$ cat src/rtl/gat_bram_load_ctrl_if.sv
// Stream, BRAM and readback signals shared by the GAT load controller and the host-side environment.
// The master modport is the controller; the slave modport is the stream source, BRAMs and sink.
interface gat_bram_load_ctrl_if #(
  parameter int TOP_WIDTH   = 32,
  parameter int BYTE_ADDR_W = 22
);
  logic                   s_valid;
  logic                   s_ready;
  logic [TOP_WIDTH-1:0]   s_data;

  logic [TOP_WIDTH-1:0]   h_data_bram_din;
  logic                   h_data_bram_ena;
  logic                   h_data_bram_wea;
  logic [BYTE_ADDR_W-1:0] h_data_bram_addra;

  logic [TOP_WIDTH-1:0]   h_node_info_bram_din;
  logic                   h_node_info_bram_ena;
  logic                   h_node_info_bram_wea;
  logic [BYTE_ADDR_W-1:0] h_node_info_bram_addra;

  logic [TOP_WIDTH-1:0]   wgt_bram_din;
  logic                   wgt_bram_ena;
  logic                   wgt_bram_wea;
  logic [BYTE_ADDR_W-1:0] wgt_bram_addra;

  logic [TOP_WIDTH-1:0]   subgraph_bram_din;
  logic                   subgraph_bram_ena;
  logic                   subgraph_bram_wea;
  logic [BYTE_ADDR_W-1:0] subgraph_bram_addra;

  logic [BYTE_ADDR_W-1:0] feat_bram_addrb;
  logic [TOP_WIDTH-1:0]   feat_bram_dout;

  logic                   m_valid;
  logic                   m_ready;
  logic [TOP_WIDTH-1:0]   m_data;

  modport master (
    input  s_valid, s_data, feat_bram_dout, m_ready,
    output s_ready,
    output h_data_bram_din, h_data_bram_ena, h_data_bram_wea, h_data_bram_addra,
    output h_node_info_bram_din, h_node_info_bram_ena, h_node_info_bram_wea, h_node_info_bram_addra,
    output wgt_bram_din, wgt_bram_ena, wgt_bram_wea, wgt_bram_addra,
    output subgraph_bram_din, subgraph_bram_ena, subgraph_bram_wea, subgraph_bram_addra,
    output feat_bram_addrb, m_valid, m_data
  );

  modport slave (
    output s_valid, s_data, feat_bram_dout, m_ready,
    input  s_ready,
    input  h_data_bram_din, h_data_bram_ena, h_data_bram_wea, h_data_bram_addra,
    input  h_node_info_bram_din, h_node_info_bram_ena, h_node_info_bram_wea, h_node_info_bram_addra,
    input  wgt_bram_din, wgt_bram_ena, wgt_bram_wea, wgt_bram_addra,
    input  subgraph_bram_din, subgraph_bram_ena, subgraph_bram_wea, subgraph_bram_addra,
    input  feat_bram_addrb, m_valid, m_data
  );
endinterface

$ cat src/rtl/gat_bram_load_ctrl.sv
// Host-side sequencer: streams words into the four GAT input BRAMs in fixed order, waits for the
// accelerator, then reads the feature BRAM back one word at a time.
module gat_bram_load_ctrl #(
  parameter int TOP_WIDTH   = 32,
  parameter int BYTE_ADDR_W = 22,
  parameter int LEN_W       = 20,
  parameter int RD_LAT      = 2
) (
  input  logic             clk,
  input  logic             rst,
  input  logic             start_i,
  input  logic [LEN_W-1:0] cfg_hdata_len_i,
  input  logic [LEN_W-1:0] cfg_ninfo_len_i,
  input  logic [LEN_W-1:0] cfg_wgt_len_i,
  input  logic [LEN_W-1:0] cfg_subg_len_i,
  input  logic [LEN_W-1:0] cfg_feat_len_i,
  input  logic             gat_ready_i,
  output logic             h_data_bram_load_done_o,
  output logic             h_node_info_bram_load_done_o,
  output logic             wgt_bram_load_done_o,
  output logic             busy_o,
  gat_bram_load_ctrl_if.master bus
);

  localparam int LAT_W = $clog2(RD_LAT + 1);

  typedef enum logic [3:0] {
    IDLE, L_HDATA, L_NINFO, L_WGT, L_SUBG, WAIT_GAT, RD_ISSUE, RD_WAIT, RD_OUT, DONE
  } state_t;

  state_t               state_q;
  logic [LEN_W-1:0]     idx_q, ridx_q;
  logic [LEN_W-1:0]     hdataLen_q, ninfoLen_q, wgtLen_q, subgLen_q, featLen_q;
  logic                 hdataDone_q, ninfoDone_q, wgtDone_q;
  logic                 mValid_q;
  logic [TOP_WIDTH-1:0] mData_q;
  logic [LAT_W-1:0]     latCnt_q;

  logic                   inLoad;
  logic [LEN_W-1:0]       curLen;
  logic                   sReady, fire, lastWord, regionEnd;
  logic                   selH, selN, selW, selS;
  logic [BYTE_ADDR_W-1:0] wrAddr;

  always_comb begin
    inLoad = 1'b0;
    curLen = '0;
    case (state_q)
      L_HDATA: begin inLoad = 1'b1; curLen = hdataLen_q; end
      L_NINFO: begin inLoad = 1'b1; curLen = ninfoLen_q; end
      L_WGT:   begin inLoad = 1'b1; curLen = wgtLen_q;   end
      L_SUBG:  begin inLoad = 1'b1; curLen = subgLen_q;  end
      default: ;
    endcase
  end

  // A zero-length region keeps s_ready low and simply falls through after one cycle.
  assign sReady    = inLoad && (curLen != '0);
  assign fire      = sReady && bus.s_valid;
  assign lastWord  = (idx_q == curLen - LEN_W'(1));
  assign regionEnd = inLoad && ((curLen == '0) || (fire && lastWord));
  assign wrAddr    = BYTE_ADDR_W'({idx_q, 2'b00});

  assign selH = fire && (state_q == L_HDATA);
  assign selN = fire && (state_q == L_NINFO);
  assign selW = fire && (state_q == L_WGT);
  assign selS = fire && (state_q == L_SUBG);

  assign bus.s_ready                = sReady;
  assign bus.h_data_bram_ena        = selH;
  assign bus.h_data_bram_wea        = selH;
  assign bus.h_data_bram_din        = selH ? bus.s_data : '0;
  assign bus.h_data_bram_addra      = selH ? wrAddr : '0;
  assign bus.h_node_info_bram_ena   = selN;
  assign bus.h_node_info_bram_wea   = selN;
  assign bus.h_node_info_bram_din   = selN ? bus.s_data : '0;
  assign bus.h_node_info_bram_addra = selN ? wrAddr : '0;
  assign bus.wgt_bram_ena           = selW;
  assign bus.wgt_bram_wea           = selW;
  assign bus.wgt_bram_din           = selW ? bus.s_data : '0;
  assign bus.wgt_bram_addra         = selW ? wrAddr : '0;
  assign bus.subgraph_bram_ena      = selS;
  assign bus.subgraph_bram_wea      = selS;
  assign bus.subgraph_bram_din      = selS ? bus.s_data : '0;
  assign bus.subgraph_bram_addra    = selS ? wrAddr : '0;

  // The read address follows ridx, so it is held through RD_WAIT and RD_OUT for free.
  assign bus.feat_bram_addrb = BYTE_ADDR_W'({ridx_q, 2'b00});
  assign bus.m_valid         = mValid_q;
  assign bus.m_data          = mData_q;

  assign h_data_bram_load_done_o      = hdataDone_q;
  assign h_node_info_bram_load_done_o = ninfoDone_q;
  assign wgt_bram_load_done_o         = wgtDone_q;
  assign busy_o                       = (state_q != IDLE) && (state_q != DONE);

  always_ff @(posedge clk) begin
    if (rst) begin
      state_q     <= IDLE;
      idx_q       <= '0;
      ridx_q      <= '0;
      hdataLen_q  <= '0;
      ninfoLen_q  <= '0;
      wgtLen_q    <= '0;
      subgLen_q   <= '0;
      featLen_q   <= '0;
      hdataDone_q <= 1'b0;
      ninfoDone_q <= 1'b0;
      wgtDone_q   <= 1'b0;
      mValid_q    <= 1'b0;
      mData_q     <= '0;
      latCnt_q    <= '0;
    end else begin
      case (state_q)
        IDLE, DONE: begin
          if (start_i) begin
            hdataLen_q  <= cfg_hdata_len_i;
            ninfoLen_q  <= cfg_ninfo_len_i;
            wgtLen_q    <= cfg_wgt_len_i;
            subgLen_q   <= cfg_subg_len_i;
            featLen_q   <= cfg_feat_len_i;
            idx_q       <= '0;
            ridx_q      <= '0;
            hdataDone_q <= 1'b0;
            ninfoDone_q <= 1'b0;
            wgtDone_q   <= 1'b0;
            state_q     <= L_HDATA;
          end
        end
        L_HDATA, L_NINFO, L_WGT, L_SUBG: begin
          if (regionEnd) begin
            idx_q <= '0;
            case (state_q)
              L_HDATA: begin hdataDone_q <= 1'b1; state_q <= L_NINFO; end
              L_NINFO: begin ninfoDone_q <= 1'b1; state_q <= L_WGT;   end
              L_WGT:   begin wgtDone_q   <= 1'b1; state_q <= L_SUBG;  end
              default: state_q <= WAIT_GAT;
            endcase
          end else if (fire) begin
            idx_q <= idx_q + LEN_W'(1);
          end
        end
        WAIT_GAT: begin
          if (gat_ready_i) state_q <= (featLen_q == '0) ? DONE : RD_ISSUE;
        end
        RD_ISSUE: begin
          latCnt_q <= LAT_W'(1);
          state_q  <= RD_WAIT;
        end
        RD_WAIT: begin
          if (latCnt_q == LAT_W'(RD_LAT)) begin
            mData_q  <= bus.feat_bram_dout;
            mValid_q <= 1'b1;
            state_q  <= RD_OUT;
          end else begin
            latCnt_q <= latCnt_q + LAT_W'(1);
          end
        end
        RD_OUT: begin
          if (bus.m_ready) begin
            mValid_q <= 1'b0;
            ridx_q   <= ridx_q + LEN_W'(1);
            state_q  <= (ridx_q == featLen_q - LEN_W'(1)) ? DONE : RD_ISSUE;
          end
        end
        default: state_q <= IDLE;
      endcase
    end
  end

endmodule
$ cat src/flat_wrapper.sv
// flat-port wrapper written by rule: the top's interface ports become plain ports
module gat_bram_load_ctrl_flat 
#(
  parameter int TOP_WIDTH   = 32,
  parameter int BYTE_ADDR_W = 22,
  parameter int LEN_W       = 20,
  parameter int RD_LAT      = 2
)
  (clk, rst, start_i, cfg_hdata_len_i, cfg_ninfo_len_i, cfg_wgt_len_i, cfg_subg_len_i, cfg_feat_len_i, gat_ready_i, h_data_bram_load_done_o, h_node_info_bram_load_done_o, wgt_bram_load_done_o, busy_o, bus_s_valid, bus_s_data, bus_feat_bram_dout, bus_m_ready, bus_s_ready, bus_h_data_bram_din, bus_h_data_bram_ena, bus_h_data_bram_wea, bus_h_data_bram_addra, bus_h_node_info_bram_din, bus_h_node_info_bram_ena, bus_h_node_info_bram_wea, bus_h_node_info_bram_addra, bus_wgt_bram_din, bus_wgt_bram_ena, bus_wgt_bram_wea, bus_wgt_bram_addra, bus_subgraph_bram_din, bus_subgraph_bram_ena, bus_subgraph_bram_wea, bus_subgraph_bram_addra, bus_feat_bram_addrb, bus_m_valid, bus_m_data);
  gat_bram_load_ctrl_if #(.TOP_WIDTH(TOP_WIDTH), .BYTE_ADDR_W(BYTE_ADDR_W)) bus_i ();
  input  logic clk;
  input  logic rst;
  input  logic start_i;
  input  logic [LEN_W-1:0] cfg_hdata_len_i;
  input  logic [LEN_W-1:0] cfg_ninfo_len_i;
  input  logic [LEN_W-1:0] cfg_wgt_len_i;
  input  logic [LEN_W-1:0] cfg_subg_len_i;
  input  logic [LEN_W-1:0] cfg_feat_len_i;
  input  logic gat_ready_i;
  output logic h_data_bram_load_done_o;
  output logic h_node_info_bram_load_done_o;
  output logic wgt_bram_load_done_o;
  output logic busy_o;
  input wire logic [$bits(bus_i.s_valid)-1:0] bus_s_valid;
  input wire logic [$bits(bus_i.s_data)-1:0] bus_s_data;
  input wire logic [$bits(bus_i.feat_bram_dout)-1:0] bus_feat_bram_dout;
  input wire logic [$bits(bus_i.m_ready)-1:0] bus_m_ready;
  output wire logic [$bits(bus_i.s_ready)-1:0] bus_s_ready;
  output wire logic [$bits(bus_i.h_data_bram_din)-1:0] bus_h_data_bram_din;
  output wire logic [$bits(bus_i.h_data_bram_ena)-1:0] bus_h_data_bram_ena;
  output wire logic [$bits(bus_i.h_data_bram_wea)-1:0] bus_h_data_bram_wea;
  output wire logic [$bits(bus_i.h_data_bram_addra)-1:0] bus_h_data_bram_addra;
  output wire logic [$bits(bus_i.h_node_info_bram_din)-1:0] bus_h_node_info_bram_din;
  output wire logic [$bits(bus_i.h_node_info_bram_ena)-1:0] bus_h_node_info_bram_ena;
  output wire logic [$bits(bus_i.h_node_info_bram_wea)-1:0] bus_h_node_info_bram_wea;
  output wire logic [$bits(bus_i.h_node_info_bram_addra)-1:0] bus_h_node_info_bram_addra;
  output wire logic [$bits(bus_i.wgt_bram_din)-1:0] bus_wgt_bram_din;
  output wire logic [$bits(bus_i.wgt_bram_ena)-1:0] bus_wgt_bram_ena;
  output wire logic [$bits(bus_i.wgt_bram_wea)-1:0] bus_wgt_bram_wea;
  output wire logic [$bits(bus_i.wgt_bram_addra)-1:0] bus_wgt_bram_addra;
  output wire logic [$bits(bus_i.subgraph_bram_din)-1:0] bus_subgraph_bram_din;
  output wire logic [$bits(bus_i.subgraph_bram_ena)-1:0] bus_subgraph_bram_ena;
  output wire logic [$bits(bus_i.subgraph_bram_wea)-1:0] bus_subgraph_bram_wea;
  output wire logic [$bits(bus_i.subgraph_bram_addra)-1:0] bus_subgraph_bram_addra;
  output wire logic [$bits(bus_i.feat_bram_addrb)-1:0] bus_feat_bram_addrb;
  output wire logic [$bits(bus_i.m_valid)-1:0] bus_m_valid;
  output wire logic [$bits(bus_i.m_data)-1:0] bus_m_data;
  assign bus_i.s_valid = bus_s_valid;
  assign bus_i.s_data = bus_s_data;
  assign bus_i.feat_bram_dout = bus_feat_bram_dout;
  assign bus_i.m_ready = bus_m_ready;
  assign bus_s_ready = bus_i.s_ready;
  assign bus_h_data_bram_din = bus_i.h_data_bram_din;
  assign bus_h_data_bram_ena = bus_i.h_data_bram_ena;
  assign bus_h_data_bram_wea = bus_i.h_data_bram_wea;
  assign bus_h_data_bram_addra = bus_i.h_data_bram_addra;
  assign bus_h_node_info_bram_din = bus_i.h_node_info_bram_din;
  assign bus_h_node_info_bram_ena = bus_i.h_node_info_bram_ena;
  assign bus_h_node_info_bram_wea = bus_i.h_node_info_bram_wea;
  assign bus_h_node_info_bram_addra = bus_i.h_node_info_bram_addra;
  assign bus_wgt_bram_din = bus_i.wgt_bram_din;
  assign bus_wgt_bram_ena = bus_i.wgt_bram_ena;
  assign bus_wgt_bram_wea = bus_i.wgt_bram_wea;
  assign bus_wgt_bram_addra = bus_i.wgt_bram_addra;
  assign bus_subgraph_bram_din = bus_i.subgraph_bram_din;
  assign bus_subgraph_bram_ena = bus_i.subgraph_bram_ena;
  assign bus_subgraph_bram_wea = bus_i.subgraph_bram_wea;
  assign bus_subgraph_bram_addra = bus_i.subgraph_bram_addra;
  assign bus_feat_bram_addrb = bus_i.feat_bram_addrb;
  assign bus_m_valid = bus_i.m_valid;
  assign bus_m_data = bus_i.m_data;
  gat_bram_load_ctrl #(.TOP_WIDTH(TOP_WIDTH), .BYTE_ADDR_W(BYTE_ADDR_W), .LEN_W(LEN_W), .RD_LAT(RD_LAT)) u_core (.clk(clk), .rst(rst), .start_i(start_i), .cfg_hdata_len_i(cfg_hdata_len_i), .cfg_ninfo_len_i(cfg_ninfo_len_i), .cfg_wgt_len_i(cfg_wgt_len_i), .cfg_subg_len_i(cfg_subg_len_i), .cfg_feat_len_i(cfg_feat_len_i), .gat_ready_i(gat_ready_i), .h_data_bram_load_done_o(h_data_bram_load_done_o), .h_node_info_bram_load_done_o(h_node_info_bram_load_done_o), .wgt_bram_load_done_o(wgt_bram_load_done_o), .busy_o(busy_o), .bus(bus_i));
endmodule
$ cat config.mk
export PLATFORM = sky130hd
export DESIGN_NAME = gat_bram_load_ctrl_flat
export DESIGN_NICKNAME = d
export VERILOG_FILES = /design/src/rtl/gat_bram_load_ctrl_if.sv /design/src/rtl/gat_bram_load_ctrl.sv /design/src/flat_wrapper.sv
export SDC_FILE = /design/constraint.sdc
export NUM_CORES = 1
export LEC_CHECK = 0
export BUFFER_PORTS_ARGS = -buffer_cell sky130_fd_sc_hd__buf_2
export CAP_MARGIN = 15
export CORE_AREA = 2 2 174 176
export CTS_BUF_LIST = sky130_fd_sc_hd__clkbuf_8
export CTS_CLUSTER_DIAMETER = 150
export DETAILED_ROUTE_END_ITERATION = 8
export DIE_AREA = 0 0 176 178
export PLACE_DENSITY = 0.72
export SETUP_SLACK_MARGIN = 0.15
export SLEW_MARGIN = 20
export SYNTH_ARGS = -nofsm -noshare
export SYNTH_HDL_FRONTEND = slang
export SYNTH_SLANG_ARGS = --single-unit
$ cat constraint.sdc
create_clock -name clk -period 6.31 [get_ports clk]
set_clock_uncertainty 0.15 [all_clocks]
set_input_delay 0 -clock clk [delete_from_list [all_inputs] [get_ports clk]]
set_output_delay 0 -clock clk [all_outputs]
set_load 0.03 [all_outputs]
======== Word level (Yosys, flattened, before mapping) ========
Cells that the tools add are included.
cells by class
  add/sub/neg operators ................... 5
  equal/unequal tests ..................... 23
  reductions and logical operators ........ 31
  muxes and demuxes ....................... 40
operator list
  operator                                             number
  two-way mux 32 bit                                   4
  two-way mux 22 bit                                   4
  two-way mux 20 bit                                   4
  case mux 20 bit (2 select lines)                     2
  case mux 20 bit (4 select lines)                     1
  adder 20 x 1 -> 20 bit (second input constant)       2
  == test 20 bit                                       2
  logical NOT 20 bit                                   2
  subtractor 20 x 1 -> 20 bit (second input constant)  2
  two-way mux 4 bit                                    7
  case mux 4 bit (6 select lines)                      1
  nonzero test 20 bit                                  1
  == test 4 x 3 -> 1 bit (second input constant)       4
  AND reduction 4 bit                                  3
  two-way mux 1 bit                                    10
  != test 2 x 1 -> 1 bit (second input constant)       5
  logical AND 1 bit                                    9
  case mux 3 bit (3 select lines)                      1
  AND reduction 3 bit                                  3
  == test 4 x 2 -> 1 bit (second input constant)       2
  == test 4 bit (second input constant)                2
  != test 2 bit (second input constant)                4
  case mux 1 bit (2 select lines)                      4
  nonzero test 2 bit                                   4
  14 further kinds                                     16
storage, ports and cells
  word-level logic and storage cells ...... 113
  input port bits ......................... 170
  output and inout bits ................... 284
  register bits ........................... 182

======== Logic depth before layout (Yosys ltp) ========
Gate-level depths: netlist of the first run.
  depth after elaboration ................. 10
  mapped depth ............................ 17
  depth with buffers taken out ............ 12

======== Least setup slack after synthesis of the first run ========
No wires, ideal clock.
  path kind ............................... reg-to-output
  from .................................... register u_core.state_q[3]
  to ...................................... output bus_subgraph_bram_din[22]
  stages on the path, launching flop included .. 16
  slack ................................... 2,826 ps
  required time ........................... 6,160 ps
  arrival ................................. 3,334 ps
  cell sequence ........................... dfxtp_1 -> or2_1 -> buf_2 -> buf_6 -> buf_2 -> a21oi_1 -> a21oi_1 -> ha_1 -> nor3b_1 -> nand4_1 -> o31ai_4 -> inv_2 -> nand2_2 -> nor4_2 -> clkbuf_1 -> and2_1
between the ends
  cells in the longest elaborated chain, start to end .. 7
ends and longest elaborated chain
  what                                                                           line                                                text
  start, declared                                                                gat_bram_load_ctrl.sv:31                            state_t state_q;
  start signal, assigned                                                         gat_bram_load_ctrl.sv:144                           if (gat_ready_i) state_q <= (featLen_q == '0) ? DONE : RD_ISSUE;
  start signal, assigned                                                         gat_bram_load_ctrl.sv:163                           state_q <= (ridx_q == featLen_q - LEN_W'(1)) ? DONE : RD_ISSUE;
  == test 4 x 3 -> 1 bit (tied with other cells)                                 gat_bram_load_ctrl.sv:48                            case (state_q)
  case mux 20 bit (4 select lines) / OR reduction 4 bit (equally long branches)  --
  nonzero test 20 bit / two-way mux 1 bit (equally long branches)                gat_bram_load_ctrl.sv:58, gat_bram_load_ctrl.sv:48
  logical AND 1 bit (*)                                                          gat_bram_load_ctrl.sv:58                            assign sReady = inLoad && (curLen != '0);
  named net bus_s_ready                                                          flat_wrapper.sv:28                                  output wire logic [$bits(bus_i.s_ready)-1:0] bus_s_ready;
  logical AND 1 bit (*)                                                          gat_bram_load_ctrl.sv:59                            assign fire = sReady && bus.s_valid;
  logical AND 1 bit (*)                                                          gat_bram_load_ctrl.sv:67                            assign selS = fire && (state_q == L_SUBG);
  named net bus_subgraph_bram_ena                                                flat_wrapper.sv:42                                  output wire logic [$bits(bus_i.subgraph_bram_ena)-1:0] bus_subgraph_bram_ena;
  two-way mux 32 bit (*)                                                         gat_bram_load_ctrl.sv:84                            assign bus.subgraph_bram_din = selS ? bus.s_data : '0;
  end, declared                                                                  flat_wrapper.sv:41                                  output wire logic [$bits(bus_i.subgraph_bram_din)-1:0] bus_subgraph_bram_din;
The timed path passes the listed nets; every way through them passes the cells marked *.

======== Final worst setup path of the first run ========
  from .................................... register u_core.state_q[0]
  to ...................................... output bus_subgraph_bram_din[3]
between the ends
  cells in the longest elaborated chain, start to end .. 7
ends and longest elaborated chain
  what                                                                           line
  == test 4 x 3 -> 1 bit (tied with other cells)                                 gat_bram_load_ctrl.sv:48, gat_bram_load_ctrl.sv:67
  case mux 20 bit (4 select lines) / OR reduction 4 bit (equally long branches)  --
  nonzero test 20 bit / two-way mux 1 bit (equally long branches)                gat_bram_load_ctrl.sv:58, gat_bram_load_ctrl.sv:48
  logical AND 1 bit                                                              gat_bram_load_ctrl.sv:58
  logical AND 1 bit                                                              gat_bram_load_ctrl.sv:59
  logical AND 1 bit (*)                                                          gat_bram_load_ctrl.sv:67
  two-way mux 32 bit (*)                                                         gat_bram_load_ctrl.sv:84
Mark *: on every way between the ends. The rest lies on a longest branch, timed or not.

==> run summary, run 1 <==
number of global-route vias before repair = 12100
full die area = 31300 um2
routed len/inst = 18.1 um
worst-path cell chain = buf_4 -> nand3b_1 -> a21oi_1 -> nor4b_4 -> nand4_2 -> o31ai_4 -> inv_2 -> nand2_2 -> nor4_4 -> buf_4 -> and2_1 -> buf_2
initial antenna violation count = 5
WHS Path Cells = 6
clk root buf = clkbuf_8
Initial Util = 38.1%
Post-Syn Area per Cell = 7.35 um2
clock share of power = 18.6%
slowest cell delay on critical path = 0.92 ns
CP dominant cell by count = buf_4
worst reg-to-reg setup slack = 1.59 ns
Slew @ Worst Pin = 1.06 ns
via count = 12900
critical path arrival = 5.19 ns
Die Height = 178 um
total track usage = 27.6%
final hold violations = 0
RSZ-0062 raised after global routing = no
H-tree levels = 4
startpoint types = flip-flop
top cell type's share of synthesized area = 32.5%
DP HPWL = 31.2 mm
I/O Buffers = 443
relative slew slack = 29.3%
number of stages on the worst setup path = 12
DRT iter0 DRCs = 911
CP delay by family, top = simple AND/OR/NAND/NOR gates
Core Util, Final = 53.5%
Hold WS = 0.0469 ns
Layout Nets = 2245
Tcrit/Tclk final = 84.6%
routed wire length = 44.6 mm
Max VDD drop = 159 uV
Buf/Inv on CP = 4
dpl ws = 1.57 ns
most common cell in the netlist = nand2_1
total clock sinks = 182
DRT Pass-1 Iters = 6
final setup fails = 0
Data required, critical path = 6.16 ns
worst r2r src = u_core.state_q[3]
Final WS setup = 0.975 ns
Leak = 7.20 nW
cts bufs inserted = 17
worst-skew pair later-pin latency = 0.48 ns
Mapped Area = 11200 um2
Post-synth EDFFs = 0
Top Ports = 454
Hold Path Class = in -> reg
Core Box Area = 29400 um2
critical path capture point = bus_subgraph_bram_din[3]
Final Max Tran Viols = 0
synth warn = 0
row cnt = 63
count of cell types in the netlist = 85
Crit Path Category = reg -> out
largest net degree at the start of global routing = 112
DRC violations left = 0
status = complete, no violations
placed cell count = 2250
Net Sw Power = 1.86 mW
Crit. End Element = output port
switching part of the total power = 44.1%
CTS clk-pin slew, worst paths = 0.11 ns
crit path max fanout = 48
DR vias/cell = 5.21
Cell Int Power = 2.36 mW
combinational share of power = 46.8%
setup_tns = 0 ns
Seq cells post-synth = 182
Synth area leader = dfxtp_1
postcts setup bufs = 0
CTS tree = yes
maxcap violations = 0
Mapped Cells = 1525
Longest Clk Path Bufs = 2
grt total ovfl = 0
first-pass GRT wire length = 67.3 mm
sequential share of the synthesized area = 32.5%
final worst path period need = 5.34 ns
Post-synth top flop = dfxtp_1
Achievable Freq = 0.187 GHz
async set-or-reset flop fraction in the synthesized netlist = 0%
synth top area cells = dfxtp_1, and2_1, nand2_1
Worst R2R End = u_core.state_q[1]
Critical-path top delay cell = dfxtp_2
part of the power in registers = 34.6%
DIE WIDTH = 176 um
filler-free cell count of the finished design = 2473
commonest cells in the netlist = nand2_1, and2_1, dfxtp_1, a21oi_1
pwr/cell area = 268 nW/um2
Final GP Congestion = 0.923
P&R area growth vs syn = 40.3%
Worst Reg-to-Reg Cells = 10
Critical Path Source = u_core.state_q[0]
DRT antenna net count = 0
layout cells sized above 1 = 25.4%
## logic make-up after synthesis
| family | count (synthesis) | synth area share (%) |
|---|---|---|
| AO/OA/AOI/OAI | 271 | 14.3 |
| XOR/XNOR | 69 | 5.39 |
| adder cells (fa/ha/maj) | 7 | 0.781 |
| buffers and inverters | 147 | 6.09 |
| flip-flops | 182 | 32.5 |
| multiplexers | 28 | 2.66 |
| other | 1 | 0.0334 |
| AND/OR/NAND/NOR | 820 | 38.3 |
## flip-flops by register name, indices dropped and copies added, names as in the netlist, 2 cells and up
register / cells
u_core.bus.m_data: 32
u_core.featLen_q: 20
u_core.hdataLen_q: 20
u_core.idx_q: 20
u_core.latCnt_q: 2
u_core.ninfoLen_q: 20
u_core.ridx_q: 20
u_core.state_q: 4
u_core.subgLen_q: 20
u_core.wgtLen_q: 20
## worst min-delay path by stage
stage / start / endpoint
floorplan: cfg_hdata_len_i[12] / u_core.hdataLen_q[12]
global placement: bus_feat_bram_dout[16] / u_core.bus.m_data[16]
detailed placement: cfg_subg_len_i[12] / u_core.subgLen_q[12]
CTS: gat_ready_i / u_core.state_q[0]
global route: gat_ready_i / u_core.state_q[0]
finish: gat_ready_i / u_core.state_q[0]
## power groups by stage
| stage | Clock (mW) | Sequential [mW] | Combinational, mW |
|---|---|---|---|
| global route | 0.845 | 1.48 | 2.17 |
| finish | 0.786 | 1.46 | 1.98 |
| floorplan | 0 | 1.39 | 1.51 |
| detailed placement | 0 | 1.48 | 1.83 |
| CTS | 0.806 | 1.45 | 1.93 |
| global placement | 0 | 1.47 | 1.80 |
## timing repair
action | CTS | global route
gates resized for setup | 0 | 0
hold buffers | 189 | 0
endpoints found under the hold margin | 143 | 0
## layout by cell type, fill, tap and decap left out, types with 4 or more instances in the layout
master	n
clkbuf_8	18
o22ai_1	5
nor4_1	9
nor2_1	76
nand2_1	311
nand3_1	28
and3_1	13
or4_1	4
xnor2_1	46
ha_1	7
mux2_2	12
nand4_1	16
nor3_1	50
and3b_1	4
a21oi_1	176
nand2b_1	11
dlygate4sd3_1	189
nor2_4	4
inv_6	6
o211ai_1	7
and4_1	4
inv_1	21
or2_2	4
buf_4	8
buf_2	442
a31oi_1	8
nand3b_1	38
and2_1	195
mux2i_1	14
a211oi_1	7
nor2b_1	6
dfxtp_1	181
o21a_1	8
o21ai_0	22
or3_1	14
xor2_1	23
conb_1	10
## metal layers
layer | global-route usage (%) | routed length [um] | part of all wire [%]
met2 | 48.6 | 22100 | 49
met4 | 12.1 | 1640 | 3.7
met1 | 33.3 | 18100 | 41
met3 | 4.24 | 2800 | 6.3
met5 | 0 | 10 | 0.022
## worst register-to-register path: stages, from the launching register on
cell and delay (ns):
dfxtp_1 0.85, or2_1 0.73, a21oi_1 0.21, nor4_4 0.63, nand3_2 0.23, nor3_1 0.30
mux2_1 0.37, or3_4 0.39, and4b_4 0.23, o21ai_4 0.19, mux2_1 0.34
## area by class of cell
type | count | area (um2)
Tap cell | 390 | 488
Multi-Input combinational cell | 1205 | 6960
Fill cell | 2710 | 13700
Timing Repair Buffer | 640 | 4180
Clock buffer | 18 | 248
Inverter | 22 | 82.6
Clock inverter | 13 | 121
Sequential cell | 182 | 3640
Antenna cell | 3 | 7.51
## per-stage QoR
| step | total power, mW | area (um2) |
|---|---|---|
| final | 4.22 | 15700 |
| after global routing | 4.49 | 15700 |
| after CTS | 4.19 | 15700 |
| after detailed placement | 3.31 | 13400 |
| after global placement | 3.28 | 13400 |
| after floorplan | 2.89 | 11200 |
No activity file was read; power rests on OpenSTA's default activity.
==> inputs of run 2 (changes only) <==
--- a/config.mk
+++ b/config.mk
@@ -5,14 +5,15 @@
 export SDC_FILE = /design/constraint.sdc
 export NUM_CORES = 1
 export LEC_CHECK = 0
+export ABC_AREA = 1
 export BUFFER_PORTS_ARGS = -buffer_cell sky130_fd_sc_hd__buf_2
 export CAP_MARGIN = 15
-export CORE_AREA = 2 2 174 176
+export CORE_AREA = 2 2 178 180
 export CTS_BUF_LIST = sky130_fd_sc_hd__clkbuf_8
 export CTS_CLUSTER_DIAMETER = 150
 export DETAILED_ROUTE_END_ITERATION = 8
-export DIE_AREA = 0 0 176 178
-export PLACE_DENSITY = 0.72
+export DIE_AREA = 0 0 180 182
+export PLACE_DENSITY = 0.7
 export SETUP_SLACK_MARGIN = 0.15
 export SLEW_MARGIN = 20
 export SYNTH_ARGS = -nofsm -noshare
==> constraint.sdc (replaced) <==
create_clock -name clk -period 4.59 [get_ports clk]
set_clock_uncertainty 0.15 [all_clocks]
set_input_delay 0 -clock clk [delete_from_list [all_inputs] [get_ports clk]]
set_output_delay 0 -clock clk [all_outputs]
set_load 0.03 [all_outputs]
==> run summary, run 2 <==
DP HPWL = 33.1 mm
most frequent cells in the layout = buf_2, nand2_1, nor2_1
Layout Nets = 2452
routed wire length = 45.6 mm
Achievable Freq = 0.245 GHz
postcts setup bufs = 0
async set-or-reset flop fraction in the synthesized netlist = 0%
clk root buf = clkbuf_8
final setup fails = 0
Initial Util = 35.1%
largest net degree at the start of global routing = 94
status = complete, but fails checks
layout cells sized above 1 = 24.0%
final hold violations = 0
Synth area leader = dfxtp_1
critical path arrival = 3.94 ns
CP delay by family, top = simple AND/OR/NAND/NOR gates
CTS tree = yes
Data required, critical path = 4.44 ns
most common cell in the netlist = nand2_1
slowest cell delay on critical path = 0.53 ns
grt total ovfl = 0
fill count = 3057
Final WS setup = 0.502 ns
DRC violations left = 1
crit path max fanout = 52
Core Box Area = 31000 um2
Longest Clk Path Bufs = 2
setup_tns = 0 ns
first-pass GRT wire length = 69.0 mm
relative slew slack = 36.6%
Tcrit/Tclk final = 89.1%
worst-skew pair later-pin latency = 0.49 ns
Post-synth top flop = dfxtp_1
dpl ws = 0.996 ns
commonest non-fill, non-tap cell in the layout = buf_2
full die area = 32800 um2
Crit. End Element = output port
DRT Pass-1 Iters = 8
total track usage = 26.6%
Final Max Tran Viols = 0
register area = 3640 um2
Top Ports = 454
Hold WS = 0.175 ns
Die Height = 182 um
Seq cells post-synth = 182
top cell type's share of synthesized area = 33.5%
Mapped Area = 10900 um2
DRT iter0 DRCs = 1215
Hold Path Class = in -> reg
maxcap violations = 0
P&R area growth vs syn = 41.7%
total clock sinks = 182
DR vias/cell = 5.04
DIE WIDTH = 180 um
synth warn = 0
Critical-path top delay cell = dfxtp_1
Max VDD drop = 272 uV
Core Util, Final = 49.7%
Final GP Congestion = 0.943
Mapped Cells = 1727
Slew @ Worst Pin = 0.951 ns
row cnt = 65
cts bufs inserted = 17
failing checks = design-rule violations
max reg flops = 32
DRT antenna net count = 0
placed cell count = 2483
count of cell types in the netlist = 41
Leak = 7.79 nW
initial antenna violation count = 1
Buf/Inv on CP = 2
Post-Syn Area per Cell = 6.29 um2
worst-path cell chain = nand2_2 -> nor2_1 -> nand2_1 -> nand2_1 -> nor2_2 -> ha_1 -> nand2_1 -> nor2_1 -> nand2_1 -> nor2_1 -> nand2_1 -> nand3_2 -> nor2_1 -> inv_4 -> nor2_1 -> buf_2
multi-input logic area = 6250 um2
H-tree levels = 4
Post-synth EDFFs = 0
CTS clk-pin slew, worst paths = 0.11 ns
Crit Path Category = reg -> out
synth top area cells = dfxtp_1, nand2_1, nor2_1
filler-free cell count of the finished design = 2691
number of global-route vias before repair = 12500
via count = 13600
final worst path period need = 4.09 ns
startpoint types = flip-flop
I/O Buffers = 443
RSZ-0062 raised after global routing = no
commonest cells in the netlist = nand2_1, nor2_1, nand3_1, dfxtp_1, a21oi_1
routed len/inst = 17.0 um
sequential share of the synthesized area = 33.5%
pwr/cell area = 429 nW/um2
run 2: cell count changes after synthesis, sizes merged, moves of 14 or more:
cell	change
nor3	-32
or3	-15
and2	-194
xnor2	-38
a21oi	-14
mux2i	-14
xor2	+21
nor2	+280
nand2	+46
nand3	+213
inv	+108
nand3b	-35
mux2	-14
run 2: final timing paths:
path,start,end,slack [ns],cells after the start
worst max-delay path,u_core.state_q[0],bus_wgt_bram_din[10],0.50,16
worst min-delay path,cfg_feat_len_i[4],u_core.featLen_q[4],0.18,4
worst max register to register,u_core.state_q[0],u_core.state_q[2],0.50,19
worst min register to register,u_core.h_node_info_bram_load_done_o,u_core.h_node_info_bram_load_done_o,0.30,2
run 2: kinds of logic after synthesis:
family	after synthesis	share of synthesized area (%)
xor gates and xnor gates	55	4.81
other	1	0.0345
and+or+nand+nor	1022	41.0
AOI/OAI and AO/OA	214	10.3
DFF	182	33.5
buffers and inverters	246	9.53
adders and majority gates	7	0.806
run 2: repair_timing:
| item | in CTS | in global routing |
|---|---|---|
| hold buffers | 175 | 0 |
| endpoints found under the hold margin | 155 | 0 |
| resized for setup | 0 | 3 |
| endpoints found under the setup margin | 0 | 1 |
run 2: through the flow:
| stage | power (mW) | instance area [um2] |
|---|---|---|
| 4_1_cts | 6.59 | 15400 |
| 5_1_grt | 7.08 | 15400 |
| 3_5_place_dp | 5.31 | 13200 |
| 3_3_place_gp | 5.26 | 13200 |
| 6_report | 6.62 | 15400 |
| 2_1_floorplan | 4.49 | 10900 |
run 2: metal layers:
layer  up-vias  track usage, %  part of all wire, %
met5         -               0                    0
met3       101            3.67                  6.4
met4         0            11.8                  3.9
met2       622            46.2                   49
li1       6639               -                    -
met1      6200            32.8                   41
run 2: where the power goes:
group,switching (mW),internal (mW),leakage (nW)
clock network,0.708,0.465,0.207
logic,2.35,1.07,6.11
registers,0.215,1.80,1.48
run 2: final cells by class:
class / instances / share of cell area [%]
multi-input combinational: 1308 / 40.6
timing repair buffer: 631 / 26.5
sequential: 182 / 23.6
inverter: 135 / 3.31
tap: 402 / 3.26
clock buffer: 17 / 1.52
clock inverter: 15 / 1.18
antenna: 1 / 0.0162
run 2: tightest hold or removal path, stage by stage:
cell,delay (ns)
dlygate4sd3_1,0.52
buf_2,0.11
nand3_1,0.07
a21oi_1,0.06
